[config.mk]
export PLATFORM = sky130hd
export DESIGN_NAME = alu_acc_sequencer_flat
export DESIGN_NICKNAME = d
export VERILOG_FILES = /design/src/rtl/alu_acc_sequencer_if.sv /design/src/rtl/alu_acc_sequencer.sv /design/src/flat_wrapper.sv
export SDC_FILE = /design/constraint.sdc
export NUM_CORES = 1
export LEC_CHECK = 0
export ABC_AREA = 0
export CAP_MARGIN = 10
export CORE_ASPECT_RATIO = 0.5
export CORE_UTILIZATION = 35
export DETAILED_ROUTE_END_ITERATION = 12
export GPL_TIMING_DRIVEN = 1
export PLACE_DENSITY = 0.68
export SLEW_MARGIN = 5
export SYNTH_ARGS = -nofsm -noshare
export SYNTH_HDL_FRONTEND = slang
export SYNTH_SLANG_ARGS = --single-unit
[constraint.sdc]
create_clock -name clk -period 1.9 [get_ports clk]
set_input_delay 0.38 -clock clk [delete_from_list [all_inputs] [get_ports clk]]
set_output_delay 0.38 -clock clk [all_outputs]
set_load 0.005 [all_outputs]
[src/rtl/alu_acc_sequencer_if.sv]
// Command channel between a command source and alu_acc_sequencer.
//   cmd_valid : source has a command
//   cmd_ready : sequencer can accept a command this cycle
//   cmd_op    : opcode (LOAD/ADD/SUB/INC/CMP/MUL/CLR/reserved)
//   cmd_data  : operand byte
interface alu_acc_sequencer_if #(
  parameter int unsigned WIDTH = 8
);
  logic             cmd_valid;
  logic             cmd_ready;
  logic [2:0]       cmd_op;
  logic [WIDTH-1:0] cmd_data;

  modport master (
    output cmd_valid,
    output cmd_op,
    output cmd_data,
    input  cmd_ready
  );

  modport slave (
    input  cmd_valid,
    input  cmd_op,
    input  cmd_data,
    output cmd_ready
  );
endinterface

[src/rtl/alu_acc_sequencer.sv]
// Command sequencer and accumulator in front of an external 8-bit
// add/sub/inc/pass stage. Drives the stage operands, captures its result
// into ACC and {Z,N,C,V}, and runs MUL as repeated additions.
//   clk, rst      : clock, synchronous active-high reset
//   cmd_if        : valid/ready command channel (slave side)
//   alu_a_o/b_o   : stage operands A/B
//   alu_s_o       : stage select (00 A+B, 01 A-B, 10 A+1, 11 A+0)
//   alu_out_i     : stage result
//   alu_c_out_i   : stage carry out
//   acc_o         : accumulator
//   flags_o       : {Z,N,C,V}
//   done_o        : one-cycle pulse when the result is visible
//   err_o         : pulses with done_o for the reserved opcode
module alu_acc_sequencer #(
  parameter int unsigned WIDTH = 8
) (
  input  logic             clk,
  input  logic             rst,
  alu_acc_sequencer_if.slave cmd_if,
  output logic [WIDTH-1:0] alu_a_o,
  output logic [WIDTH-1:0] alu_b_o,
  output logic [1:0]       alu_s_o,
  input  logic [WIDTH-1:0] alu_out_i,
  input  logic             alu_c_out_i,
  output logic [WIDTH-1:0] acc_o,
  output logic [3:0]       flags_o,
  output logic             done_o,
  output logic             err_o
);

  localparam logic [2:0] OP_LOAD = 3'b000;
  localparam logic [2:0] OP_ADD  = 3'b001;
  localparam logic [2:0] OP_SUB  = 3'b010;
  localparam logic [2:0] OP_INC  = 3'b011;
  localparam logic [2:0] OP_CMP  = 3'b100;
  localparam logic [2:0] OP_MUL  = 3'b101;
  localparam logic [2:0] OP_CLR  = 3'b110;
  localparam logic [2:0] OP_RSV  = 3'b111;

  localparam logic [1:0] SEL_ADD  = 2'b00;
  localparam logic [1:0] SEL_SUB  = 2'b01;
  localparam logic [1:0] SEL_INC  = 2'b10;
  localparam logic [1:0] SEL_PASS = 2'b11;

  localparam logic [WIDTH-1:0] MAX_POS = {1'b0, {(WIDTH-1){1'b1}}};

  typedef enum logic [1:0] {
    S_IDLE = 2'd0,
    S_EXEC = 2'd1,
    S_MUL  = 2'd2,
    S_DONE = 2'd3
  } state_t;

  state_t           state_q;
  logic [2:0]       op_q;
  logic [WIDTH-1:0] d_q;
  logic [WIDTH-1:0] acc_q;
  logic [3:0]       flags_q;
  logic             done_q;
  logic             err_q;
  logic [WIDTH-1:0] p_q;
  logic [WIDTH-1:0] cnt_q;
  logic             cf_q;
  logic [WIDTH-1:0] alu_a_q;
  logic [WIDTH-1:0] alu_b_q;
  logic [1:0]       alu_s_q;

  logic [WIDTH-1:0] acc_d;
  logic [3:0]       flags_d;

  // Stage select for a single-cycle op
  function automatic logic [1:0] op_sel(input logic [2:0] op);
    case (op)
      OP_ADD:         return SEL_ADD;
      OP_SUB, OP_CMP: return SEL_SUB;
      OP_INC:         return SEL_INC;
      default:        return SEL_PASS;
    endcase
  endfunction

  assign cmd_if.cmd_ready = (state_q == S_IDLE) && !rst;

  assign alu_a_o = alu_a_q;
  assign alu_b_o = alu_b_q;
  assign alu_s_o = alu_s_q;
  assign acc_o   = acc_q;
  assign flags_o = flags_q;
  assign done_o  = done_q;
  assign err_o   = err_q;

  // Result of the EXEC cycle; stage operands are held in alu_a_q/alu_b_q
  always_comb begin
    logic [WIDTH-1:0] res;
    logic             c;
    logic             v;
    logic             a_msb;
    logic             b_msb;
    logic             r_msb;
    res   = acc_q;
    c     = 1'b0;
    v     = 1'b0;
    a_msb = alu_a_q[WIDTH-1];
    b_msb = alu_b_q[WIDTH-1];
    r_msb = alu_out_i[WIDTH-1];
    case (op_q)
      OP_LOAD: res = d_q;
      OP_ADD: begin
        res = alu_out_i;
        c   = alu_c_out_i;
        v   = (a_msb == b_msb) && (r_msb != a_msb);
      end
      OP_SUB, OP_CMP: begin
        res = alu_out_i;
        c   = alu_c_out_i;
        v   = (a_msb != b_msb) && (r_msb != a_msb);
      end
      OP_INC: begin
        res = alu_out_i;
        c   = alu_c_out_i;
        v   = (alu_a_q == MAX_POS);
      end
      OP_CLR: res = '0;
      default: res = acc_q;
    endcase
    flags_d = {(res == '0), res[WIDTH-1], c, v};
    acc_d   = (op_q == OP_CMP) ? acc_q : res;
  end

  always_ff @(posedge clk) begin
    if (rst) begin
      state_q <= S_IDLE;
      op_q    <= OP_LOAD;
      d_q     <= '0;
      acc_q   <= '0;
      flags_q <= '0;
      done_q  <= 1'b0;
      err_q   <= 1'b0;
      p_q     <= '0;
      cnt_q   <= '0;
      cf_q    <= 1'b0;
      alu_a_q <= '0;
      alu_b_q <= '0;
      alu_s_q <= SEL_PASS;
    end else begin
      done_q <= 1'b0;
      err_q  <= 1'b0;
      case (state_q)
        S_IDLE: begin
          // cmd_ready is high whenever IDLE and out of reset
          if (cmd_if.cmd_valid) begin
            op_q <= cmd_if.cmd_op;
            d_q  <= cmd_if.cmd_data;
            if (cmd_if.cmd_op == OP_MUL) begin
              // alu_b_q holds the multiplicand (ACC at accept) for the whole MUL
              state_q <= S_MUL;
              p_q     <= '0;
              cnt_q   <= cmd_if.cmd_data;
              cf_q    <= 1'b0;
              alu_a_q <= '0;
              alu_b_q <= acc_q;
              alu_s_q <= SEL_ADD;
            end else begin
              state_q <= S_EXEC;
              alu_a_q <= acc_q;
              alu_b_q <= cmd_if.cmd_data;
              alu_s_q <= op_sel(cmd_if.cmd_op);
            end
          end
        end
        S_EXEC: begin
          if (op_q != OP_RSV) begin
            acc_q   <= acc_d;
            flags_q <= flags_d;
          end
          done_q  <= 1'b1;
          err_q   <= (op_q == OP_RSV);
          state_q <= S_DONE;
          alu_a_q <= '0;
          alu_b_q <= '0;
          alu_s_q <= SEL_PASS;
        end
        S_MUL: begin
          if (cnt_q != '0) begin
            // P accumulates; alu_a_q tracks P so the stage sees the new sum
            p_q     <= alu_out_i;
            alu_a_q <= alu_out_i;
            cnt_q   <= cnt_q - WIDTH'(1);
            cf_q    <= cf_q | alu_c_out_i;
          end else begin
            acc_q   <= p_q;
            flags_q <= {(p_q == '0), p_q[WIDTH-1], cf_q, 1'b0};
            done_q  <= 1'b1;
            state_q <= S_DONE;
            alu_a_q <= '0;
            alu_b_q <= '0;
            alu_s_q <= SEL_PASS;
          end
        end
        S_DONE: state_q <= S_IDLE;
        default: state_q <= S_IDLE;
      endcase
    end
  end

endmodule

[src/flat_wrapper.sv]
// flat-port wrapper written by rule: the top's interface ports become plain ports
module alu_acc_sequencer_flat 
#(
  parameter int unsigned WIDTH = 8
)
  (clk, rst, alu_a_o, alu_b_o, alu_s_o, alu_out_i, alu_c_out_i, acc_o, flags_o, done_o, err_o, cmd_if_cmd_valid, cmd_if_cmd_op, cmd_if_cmd_data, cmd_if_cmd_ready);
  alu_acc_sequencer_if #(.WIDTH(WIDTH)) cmd_if_i ();
  input  logic clk;
  input  logic rst;
  output logic [WIDTH-1:0] alu_a_o;
  output logic [WIDTH-1:0] alu_b_o;
  output logic [1:0] alu_s_o;
  input  logic [WIDTH-1:0] alu_out_i;
  input  logic alu_c_out_i;
  output logic [WIDTH-1:0] acc_o;
  output logic [3:0] flags_o;
  output logic done_o;
  output logic err_o;
  input wire logic [$bits(cmd_if_i.cmd_valid)-1:0] cmd_if_cmd_valid;
  input wire logic [$bits(cmd_if_i.cmd_op)-1:0] cmd_if_cmd_op;
  input wire logic [$bits(cmd_if_i.cmd_data)-1:0] cmd_if_cmd_data;
  output wire logic [$bits(cmd_if_i.cmd_ready)-1:0] cmd_if_cmd_ready;
  assign cmd_if_i.cmd_valid = cmd_if_cmd_valid;
  assign cmd_if_i.cmd_op = cmd_if_cmd_op;
  assign cmd_if_i.cmd_data = cmd_if_cmd_data;
  assign cmd_if_cmd_ready = cmd_if_i.cmd_ready;
  alu_acc_sequencer #(.WIDTH(WIDTH)) u_core (.clk(clk), .rst(rst), .cmd_if(cmd_if_i), .alu_a_o(alu_a_o), .alu_b_o(alu_b_o), .alu_s_o(alu_s_o), .alu_out_i(alu_out_i), .alu_c_out_i(alu_c_out_i), .acc_o(acc_o), .flags_o(flags_o), .done_o(done_o), .err_o(err_o));
endmodule
Yosys cells after proc, flatten, opt, wreduce, memory -nomap -nowiden
Cells that the tools add are included.
Widths: inputs -> output; s select.
{ "word_totals": {"reg_bits": 62, "output_inout_bits": 33} }
{ "classes": {"add_sub_neg": 1, "n_eq_ne": 25, "muxes": 40, "bitwise": 2, "reduce_logical": 23} }
{ "ops": {"columns": ["operator", "n"], "rows": [
  ["$mux 8", 15],
  ["$pmux 8 s3", 3],
  ["$pmux 8 s2", 3],
  ["$logic_not 8->1", 2],
  ["$eq 3x3->1 const B", 5],
  ["$eq 3x2->1 const B", 4],
  ["$pmux 2 s3", 2],
  ["$mux 2", 5],
  ["$eq 8x7->1 const B", 1],
  ["$mux 4", 2],
  ["$ne 2x2->1 const B", 4],
  ["$pmux 2 s4", 1],
  ["$pmux 4 s2", 1],
  ["$reduce_and 4->1", 2],
  ["$reduce_bool 8->1", 1],
  ["$sub 8x1->8 const B", 1],
  ["$eq 3x1->1 const B", 2],
  ["$reduce_and 2->1", 3],
  ["$reduce_and 3->1", 2],
  ["$reduce_or 2->1", 3],
  ["$mux 1", 5],
  ["$eq 2x2->1 const B", 2],
  ["$ne 2x1->1 const B", 2],
  ["$pmux 1 s2", 2],
  ["14 further kinds", 18]
]} }

Longest topological paths before layout
Gate-level depths: netlist of run 1.
{ "depth": {"depth_word": 6, "mapped_depth": 9} }

Worst setup path before layout of run 1
Ideal clock, no wire load.
{ "synth_timing": {"path_type": "flip-flop to flip-flop", "start": "register u_core.op_q[2]", "end": "register u_core.flags_q[3], in the netlist u_core.flags_o[3]", "setup_time_ps": 88, "arrival_time_ps": 1900, "required_ps": 1812, "setup_slack_ps": -88, "path_stages_with_launch": 8, "period_less_slack_ps": 1988, "cell_sequence": "dfxtp_1 -> buf_6 -> buf_6 -> mux2_1 -> a222oi_1 -> nand4_1 -> or4_1 -> a311oi_2"} }
{ "synth_between": {"elab_chain_len": 6} }
{ "synth_lines": {"columns": ["element", "line", "source"], "rows": [
  ["from (decl)", "alu_acc_sequencer.sv:55", "logic [2:0] op_q;"],
  ["from (signal assigned)", "alu_acc_sequencer.sv:151", "op_q <= cmd_if.cmd_op;"],
  ["$eq 3x1->1 (tied with other cells)", "alu_acc_sequencer.sv:105", "case (op_q)"],
  ["$reduce_or 4->1 (no line)", null, null],
  ["$pmux 8 s3", "alu_acc_sequencer.sv:105", null],
  ["$logic_not 8->1", "alu_acc_sequencer.sv:125", "flags_d = {(res == '0), res[WIDTH-1], c, v};"],
  ["$mux 4", "alu_acc_sequencer.sv:171", "if (op_q != OP_RSV) begin"],
  ["$pmux 4 s2", "alu_acc_sequencer.sv:147", "case (state_q)"],
  ["to (signal assigned)", "alu_acc_sequencer.sv:173", "flags_q <= flags_d;"],
  ["to (signal assigned)", "alu_acc_sequencer.sv:191", "flags_q <= {(p_q == '0), p_q[WIDTH-1], cf_q, 1'b0};"],
  ["to (decl)", "alu_acc_sequencer.sv:58", "logic [3:0] flags_q;"]
]} }
Parallel ways exist; a longest one is shown, timed or not. The select of a mux whose other input is x is not followed.
A chain may end at the register's enable or synchronous reset.

Final worst setup path of run 1
Ends and elaborated chain as after synthesis.

==> results.md, run 1 <==
* # setup viols final at 31
* Hold_ws at 0.451 ns
* Total track usage at 23.0%
* Die ar. at 0.00985 sq mm
* Synth warn at 0
* DR DRC count at 0
* Post-synth net total at 443
* Clock group share of total power at 18.2%
* Status: finished with violations
* Filler cells at 740
* Fin cells at 662
* Worst IR Drop VDD at 0.700 mV
* Max Clock Skew at 0.00790 ns
* Largest area contributor in the netlist: dfxtp_1
* Detailed-route via count at 3755
* CP Max Fanout at 5
* CP top delay family: compound AO/OA/AOI/OAI gates
* PD cells at 1690 mW/mm^2
* Most common cell after layout, fill and taps aside: buf_4
* # clock sinks at 62
* Max Slew Vio Count at 0
* Sequential area share after synthesis at 37.6%
* Top post-synthesis cells by area: dfxtp_1, nand2_1, a21oi_1, nor2_1, mux2_2
* Initial DRC count at 439
* Die Y at 70.7 um
* Final Cycle Share at 116%
* HPWL Detailed at 7980 um
* Nature of the critical path startpoint: register
* Comb pwr share at 59.7%
* Leak at 2.00 nW
* Slew at the pin closest to its max-slew limit at 0.744 ns
* Die X at 139 um
* Crit path time final at 2.20 ns
* Syn Inst Count at 415
* CTS Buffer Depth at 2
* Slew Limit Headroom at 50.2%
* Final Hold Viols at 0
* Fin area at 0.00510 sq mm
* P_sw at 3.37 mW
* Hold_buf cts at 0
* Max_cap viols at 0
* Crit end category: register
* Nets at 568
* PortBufs at 55
* Setup WS post-layout at -0.303 ns
* ANT cells at 0
* Worst-path clk slew at 0.06 ns
* WS Path Type: reg2reg
* Area share of the largest cell type after synthesis at 37.6%
* Area grow syn2layout at 54.4%
* Core area at 0.00892 sq mm
* Row count at 24
* Vias in the first global route at 3297
* Crit path required time at 2.15 ns
* Failing checks: negative setup slack
* Mapped cell area at 0.00330 sq mm
* Placed instance count at 631
* CTS root buf: clkbuf_16
* Share of cells above drive strength 1 at 27.7%
* Dpl ws at -0.520 ns
* Proportion of power drawn by flip-flops and latches at 22.1%
* Critical Path AT at 2.46 ns
* Final core area utilization at 57.2%
* Starting Density at 37.0%
* Placed inst area at 0.00447 sq mm
* WL final at 11700 um
* Worst-Skew Late Latency at 0.34 ns
* TritonRoute pass-1 iters at 8
* Distinct cells, synth at 55
* Synthesized flop and latch total at 62
* Total congestion overflow at 0
* First-pass GRT wire length at 17300 um
* Buf+Inv Stages, Crit Path at 2
* Initial antenna violation count at 0
* TritonCTS Buffers at 9
* Routability cong. at 0.908
* Most frequent cells in the layout: buf_4, nand2_1, dfxtp_1
* Min-delay worst type: reg2reg
* Cell chain of the critical path: buf_12, mux2_4, a222oi_1, buf_4, nand4_1, or4_1, a311oi_2
* CP peak stage delay at 0.43 ns
* CTS tree: done
* Via density at 5.67
* Routed Antenna Nets at 0
* H-tree depth at 3
* CP max-delay cell: or4_1
* Mean Syn Cell Area at 7.96 sq um
* Maximum clock rate at 0.454 GHz
* Total power draw at 8.60 mW
* I/O pin cnt at 56
* Switching Share at 39.2%
* Wirelength per Cell at 17.6 um
* Setup_tns at -5.72 ns
* RSZ-0062 raised after global routing: true
* Largest net degree at the start of global routing at 63
* Internal power at 5.23 mW
-- power groups by stage --
stage	Clock [mW]	Combinational (mW)	Sequential, mW
finish	1.56	5.14	1.90
global route	1.64	5.48	1.94
CTS	1.58	4.40	1.88
detailed placement	0	4.24	1.91
global placement	0	4.21	1.90
floorplan	0	2.20	1.91
-- synth_stat cells, drive strengths merged --
cell    instances
a31oi           5
a21o            2
nand2          72
nand4           4
a311oi          2
nor3           13
a211oi          4
mux2i          12
o22ai           2
o32ai           1
and2            1
o31ai           2
mux2           16
nor3b           2
nor2b           2
and3b           1
nand3b          2
o211ai          2
buf             9
nand3          13
ha              5
a22o            1
a222oi          7
a21oi          49
nand2b          5
or3b            1
o21a            1
dfxtp          62
nor2           38
xnor2           3
o211a           1
a221oi          9
nor4bb          2
or4             2
inv            14
nand4b          1
o41a            1
a211o           3
and3            1
clkbuf         20
o21ai          14
a22oi           1
or3             3
nor4            4
-- path summary, 6_finish.rpt --
check	slack [ns]	depth (start not counted)	endpoint	start
worst max-delay path	-0.30	7	u_core.flags_o[3]	u_core.op_q[2]
worst min-delay path	0.45	2	u_core.alu_b_o[4]	u_core.alu_b_o[4]
worst min register to register	0.45	2	u_core.alu_b_o[4]	u_core.alu_b_o[4]
worst max register to register	-0.30	7	u_core.flags_o[3]	u_core.op_q[2]
-- area by class of cell --
| type | count | area [sq um] | area share [%] |
|---|---|---|---|
| multi-input combinational | 310 | 2020 | 39.6 |
| sequential | 62 | 1240 | 24.4 |
| tap | 117 | 146 | 2.87 |
| timing repair buffer | 143 | 1340 | 26.4 |
| inverter | 14 | 56.3 | 1.10 |
| clock inverter | 4 | 20.0 | 0.393 |
| clock buffer | 12 | 267 | 5.23 |
-- sequential cells by signal (all words and copies together) (netlist names), 3 cells and up --
name	flops
u_core.acc_o	8
u_core.alu_a_o	8
u_core.alu_b_o	8
u_core.cnt_q	8
u_core.d_q	8
u_core.p_q	8
u_core.flags_o	4
u_core.op_q	3
-- timing repair --
item	in CTS	in global routing
resized for setup	13	34
pin swaps	4	13
setup buffers	3	8
gates cloned	1	3
setup endpoints to repair	40	49
-- logic make-up after synthesis --
| kind of cell | synth area share, % |
|---|---|
| XOR/XNOR | 0.796 |
| flip-flops | 37.6 |
| AO/OA/AOI/OAI | 21.3 |
| AND/OR/NAND/NOR | 23.5 |
| buffers and inverters | 5.57 |
| adder cells (fa/ha/maj) | 1.89 |
| multiplexers | 9.32 |
-- metal layers --
| layer | share of wire [%] | global-route usage (%) | up-vias |
|---|---|---|---|
| li1 | - | - | 1739 |
| met1 | 45 | 31.4 | 1778 |
| met2 | 42 | 35.1 | 205 |
| met3 | 10 | 7.85 | 33 |
| met4 | 2.2 | 5.31 | 0 |
| met5 | 0 | 0 | - |
-- worst min-delay path: stages, from the launching register on --
cell     delay [ns]
dfxtp_1        0.30
nand2_1        0.05
a21oi_1        0.05
No activity file was read; power rests on OpenSTA's default activity.
==> run 2: changes to the inputs <==
--- a/config.mk
+++ b/config.mk
@@ -16,3 +16,4 @@
 export SYNTH_ARGS = -nofsm -noshare
 export SYNTH_HDL_FRONTEND = slang
 export SYNTH_SLANG_ARGS = --single-unit
+export TNS_END_PERCENT = 100
==> results of run 2 <==
The final DEF is identical to that of run 1; final timing and power are the same.
==> run 3: changes to the inputs <==
--- a/config.mk
+++ b/config.mk
@@ -7,11 +7,13 @@
 export LEC_CHECK = 0
 export ABC_AREA = 0
 export CAP_MARGIN = 10
-export CORE_ASPECT_RATIO = 0.5
-export CORE_UTILIZATION = 35
+export CELL_PAD_IN_SITES_DETAIL_PLACEMENT = 0
+export CELL_PAD_IN_SITES_GLOBAL_PLACEMENT = 2
+export CORE_ASPECT_RATIO = 0.9
+export CORE_UTILIZATION = 28
 export DETAILED_ROUTE_END_ITERATION = 12
 export GPL_TIMING_DRIVEN = 1
-export PLACE_DENSITY = 0.68
+export PLACE_DENSITY = 0.85
 export SLEW_MARGIN = 5
 export SYNTH_ARGS = -nofsm -noshare
 export SYNTH_HDL_FRONTEND = slang
==> run 3 against run 2 <==
Against the previous run: the run still ends with negative setup slack left; utilization down 13 points; wire length up 1.5%; die area is 24% higher; power shrank 0.46%; non-clock buffer count is 11 lower; design area is essentially flat; setup slack better by 0.099 ns; global-route usage fell by 2.6 points; critical path type unchanged; critical endpoint unchanged.
==> results.md, run 3 (synthesized netlist as in run 1, its figures left out) <==
* Global routing's busiest layer: met2
* Hold path depth at 2 (unchanged)
* Hold_buf cts at 0 (unchanged)
* WS Path Type: reg2reg
* CP max-delay cell: or4_1
* I/O pin cnt at 56 (unchanged)
* Final Cycle Share at 111% (-5.2 points)
* Routed Antenna Nets at 0 (unchanged)
* Setup WS post-layout at -0.204 ns (+0.0990 ns)
* Routability cong. at 0.827 (-8.9%)
* Min-delay worst type: reg2reg
* Most frequent cells in the layout: nand2_1, dfxtp_1, buf_4
* Min-delay src: u_core.flags_o[0]
* H-tree depth at 3 (unchanged)
* Multi-input combinational cell area at 0.00208 sq mm (+3.2%)
* Hold_ws at 0.453 ns (+0.00134 ns)
* ANT cells at 0 (unchanged)
* Crit path required time at 2.15 ns (about the same)
* CP peak stage delay at 0.55 ns (+0.12 ns)
* Final core area utilization at 44.4% (-13 points)
* Global routing usage on met3 at 5.86% (-2.0 points)
* Detailed-route via count at 3527 (-6.1%)
* PortBufs at 55 (unchanged)
* Vias in the first global route at 3522 (+6.8%)
* Worst r2r dst: u_core.flags_o[3]
* Crit end category: register
* Nature of the critical path startpoint: register
* Die ar. at 0.0122 sq mm (+24%)
* HPWL Detailed at 8450 um (+5.9%)
* GR Layer Usage met2 at 30.8% (-4.3 points)
* Total track usage at 20.4% (-2.6 points)
* # clock sinks at 62 (unchanged)
* TritonRoute pass-1 iters at 4 (-4)
* Wirelength per Cell at 17.1 um (-2.8%)
* Met1 Usage GRT at 27.7% (-3.7 points)
* CP startpoint: u_core.op_q[2]
* Total congestion overflow at 0 (unchanged)
* TritonCTS Buffers at 9 (unchanged)
* Row count at 37 (+54%)
* Initial antenna violation count at 0 (unchanged)
* Worst r2r src: u_core.op_q[2]
* Reg2reg setup slack at -0.20 ns (+0.10 ns)
* R2R cell count at 6 (-1)
* Starting Density at 28.8% (-8.3 points)
* PD cells at 1680 mW/mm^2 (-0.39%)
* Worst-Skew Late Latency at 0.34 ns (about the same)
* # setup viols final at 23 (-26%)
* Slew Limit Headroom at 52.1% (+1.9 points)
* Worst IR Drop VDD at 0.710 mV (+1.5%)
* Slew at the pin closest to its max-slew limit at 0.718 ns (-0.0264 ns)
* Via density at 5.10 (-10%)
* Share of cells above drive strength 1 at 27.5% (-0.23 points)
* Status: finished with violations
* Worst-path clk slew at 0.05 ns (about the same)
* Most common cell after layout, fill and taps aside: nand2_1
* Core area at 0.0115 sq mm (+29%)
* Filler cells at 1166 (+58%)
* CTS root buf: clkbuf_16
* Leak at 1.94 nW (-3.2%)
* First-pass GRT wire length at 18800 um (+9.1%)
* Nets at 558 (-1.8%)
* Max Clock Skew at 0.00885 ns (+0.000952 ns)
* Cell depth of the worst setup path at 6 (-1)
* Area grow syn2layout at 54.2% (about the same)
* Storage cell area at 0.00124 sq mm (-0.10%)
* Crit path time final at 2.10 ns (-0.0990 ns)
* Die X at 116 um (-16%)
* CP Max Fanout at 19 (+14)
* CTS tree: done
* Max_cap viols at 0 (unchanged)
* CTS Buffer Depth at 2 (unchanged)
* Die Y at 105 um (+49%)
* Worst hold endpoint: u_core.flags_o[0]
* DR DRC count at 0 (unchanged)
* Maximum clock rate at 0.475 GHz (+4.7%)
* Critical Path AT at 2.36 ns (-0.10 ns)
* RSZ-0062 raised after global routing: true
* CP top delay family: simple AND/OR/NAND/NOR gates
* Final Hold Viols at 0 (unchanged)
* Buf+Inv Stages, Crit Path at 2 (unchanged)
* WL final at 11800 um (+1.5%)
* Dpl ws at -0.499 ns (+0.0205 ns)
* Max Slew Vio Count at 0 (unchanged)
* Cell chain of the critical path: buf_12, mux2_2, a222oi_1, inv_1, or4_1, a311oi_2
* Largest net degree at the start of global routing at 63 (unchanged)
* Failing checks: negative setup slack
* Initial DRC count at 273 (-38%)
==> run 3: repair_timing <==
item / 4_1_cts / 5_1_grt
buffers inserted: 1 / 6
hold endpoints to repair: 0 / 0
setup endpoints to repair: 33 / 45
pin swaps: 9 / 24
gates cloned: 1 / 1
gates resized for setup: 26 / 41
==> run 3: how the worst max path moves through the flow <==
stage | to | slack (ns)
finish | u_core.flags_o[3] | -0.20
global route | u_core.flags_o[3] | -0.28
CTS | u_core.flags_o[3] | -0.18
detailed placement | u_core.flags_o[3] | -0.50
global placement | u_core.flags_o[3] | -0.47
floorplan | u_core.flags_o[3] | -0.07
==> run 3: area by class of cell <==
class                   instances  share of cell area, %
clock buffers                  13                   5.11
clock inverters                 3                  0.835
inverters                      14                   1.11
multi-input cells             310                   40.9
flip-flops and latches         62                   24.4
well taps                     156                   3.83
repair buffers                132                   23.7
repair inverters                1                 0.0982
==> run 3: stage by stage <==
| stage | std cells | instance area, sq um | TNS (ns) | power [mW] |
|---|---|---|---|---|
| final | 691 | 5090 | -1.04 | 8.57 |
| after global routing | 691 | 5090 | -3.39 | 9.11 |
| after CTS | 684 | 4860 | -0.652 | 8.07 |
| after detailed placement | 666 | 4450 | -6.38 | 6.11 |
| after global placement | 666 | 4450 | -5.74 | 6.08 |
| after floorplan | 415 | 3310 | -0.0685 | 4.11 |
==> run 3: routing by layer <==
metal  wire length, um  vias to the layer above
met2              5420                      113
met3               799                       15
li1                  -                     1716
met1              5420                     1683
met4               178                        0
met5                 0                        -
==> run 3: power breakdown <==
group,switching [mW],internal (mW),total (mW)
logic,2.51,2.48,4.99
clock network,0.585,1.08,1.67
registers,0.254,1.65,1.90
total,3.35,5.21,8.57
==> run 3: worst register-to-register path: cells and delay by family, from the launching register on <==
kind	cells	cell delay [ns]
mux	1	0.36
buf+inv	2	0.23
compound gates	2	0.54
simple gates	1	0.55
flops	1	0.34
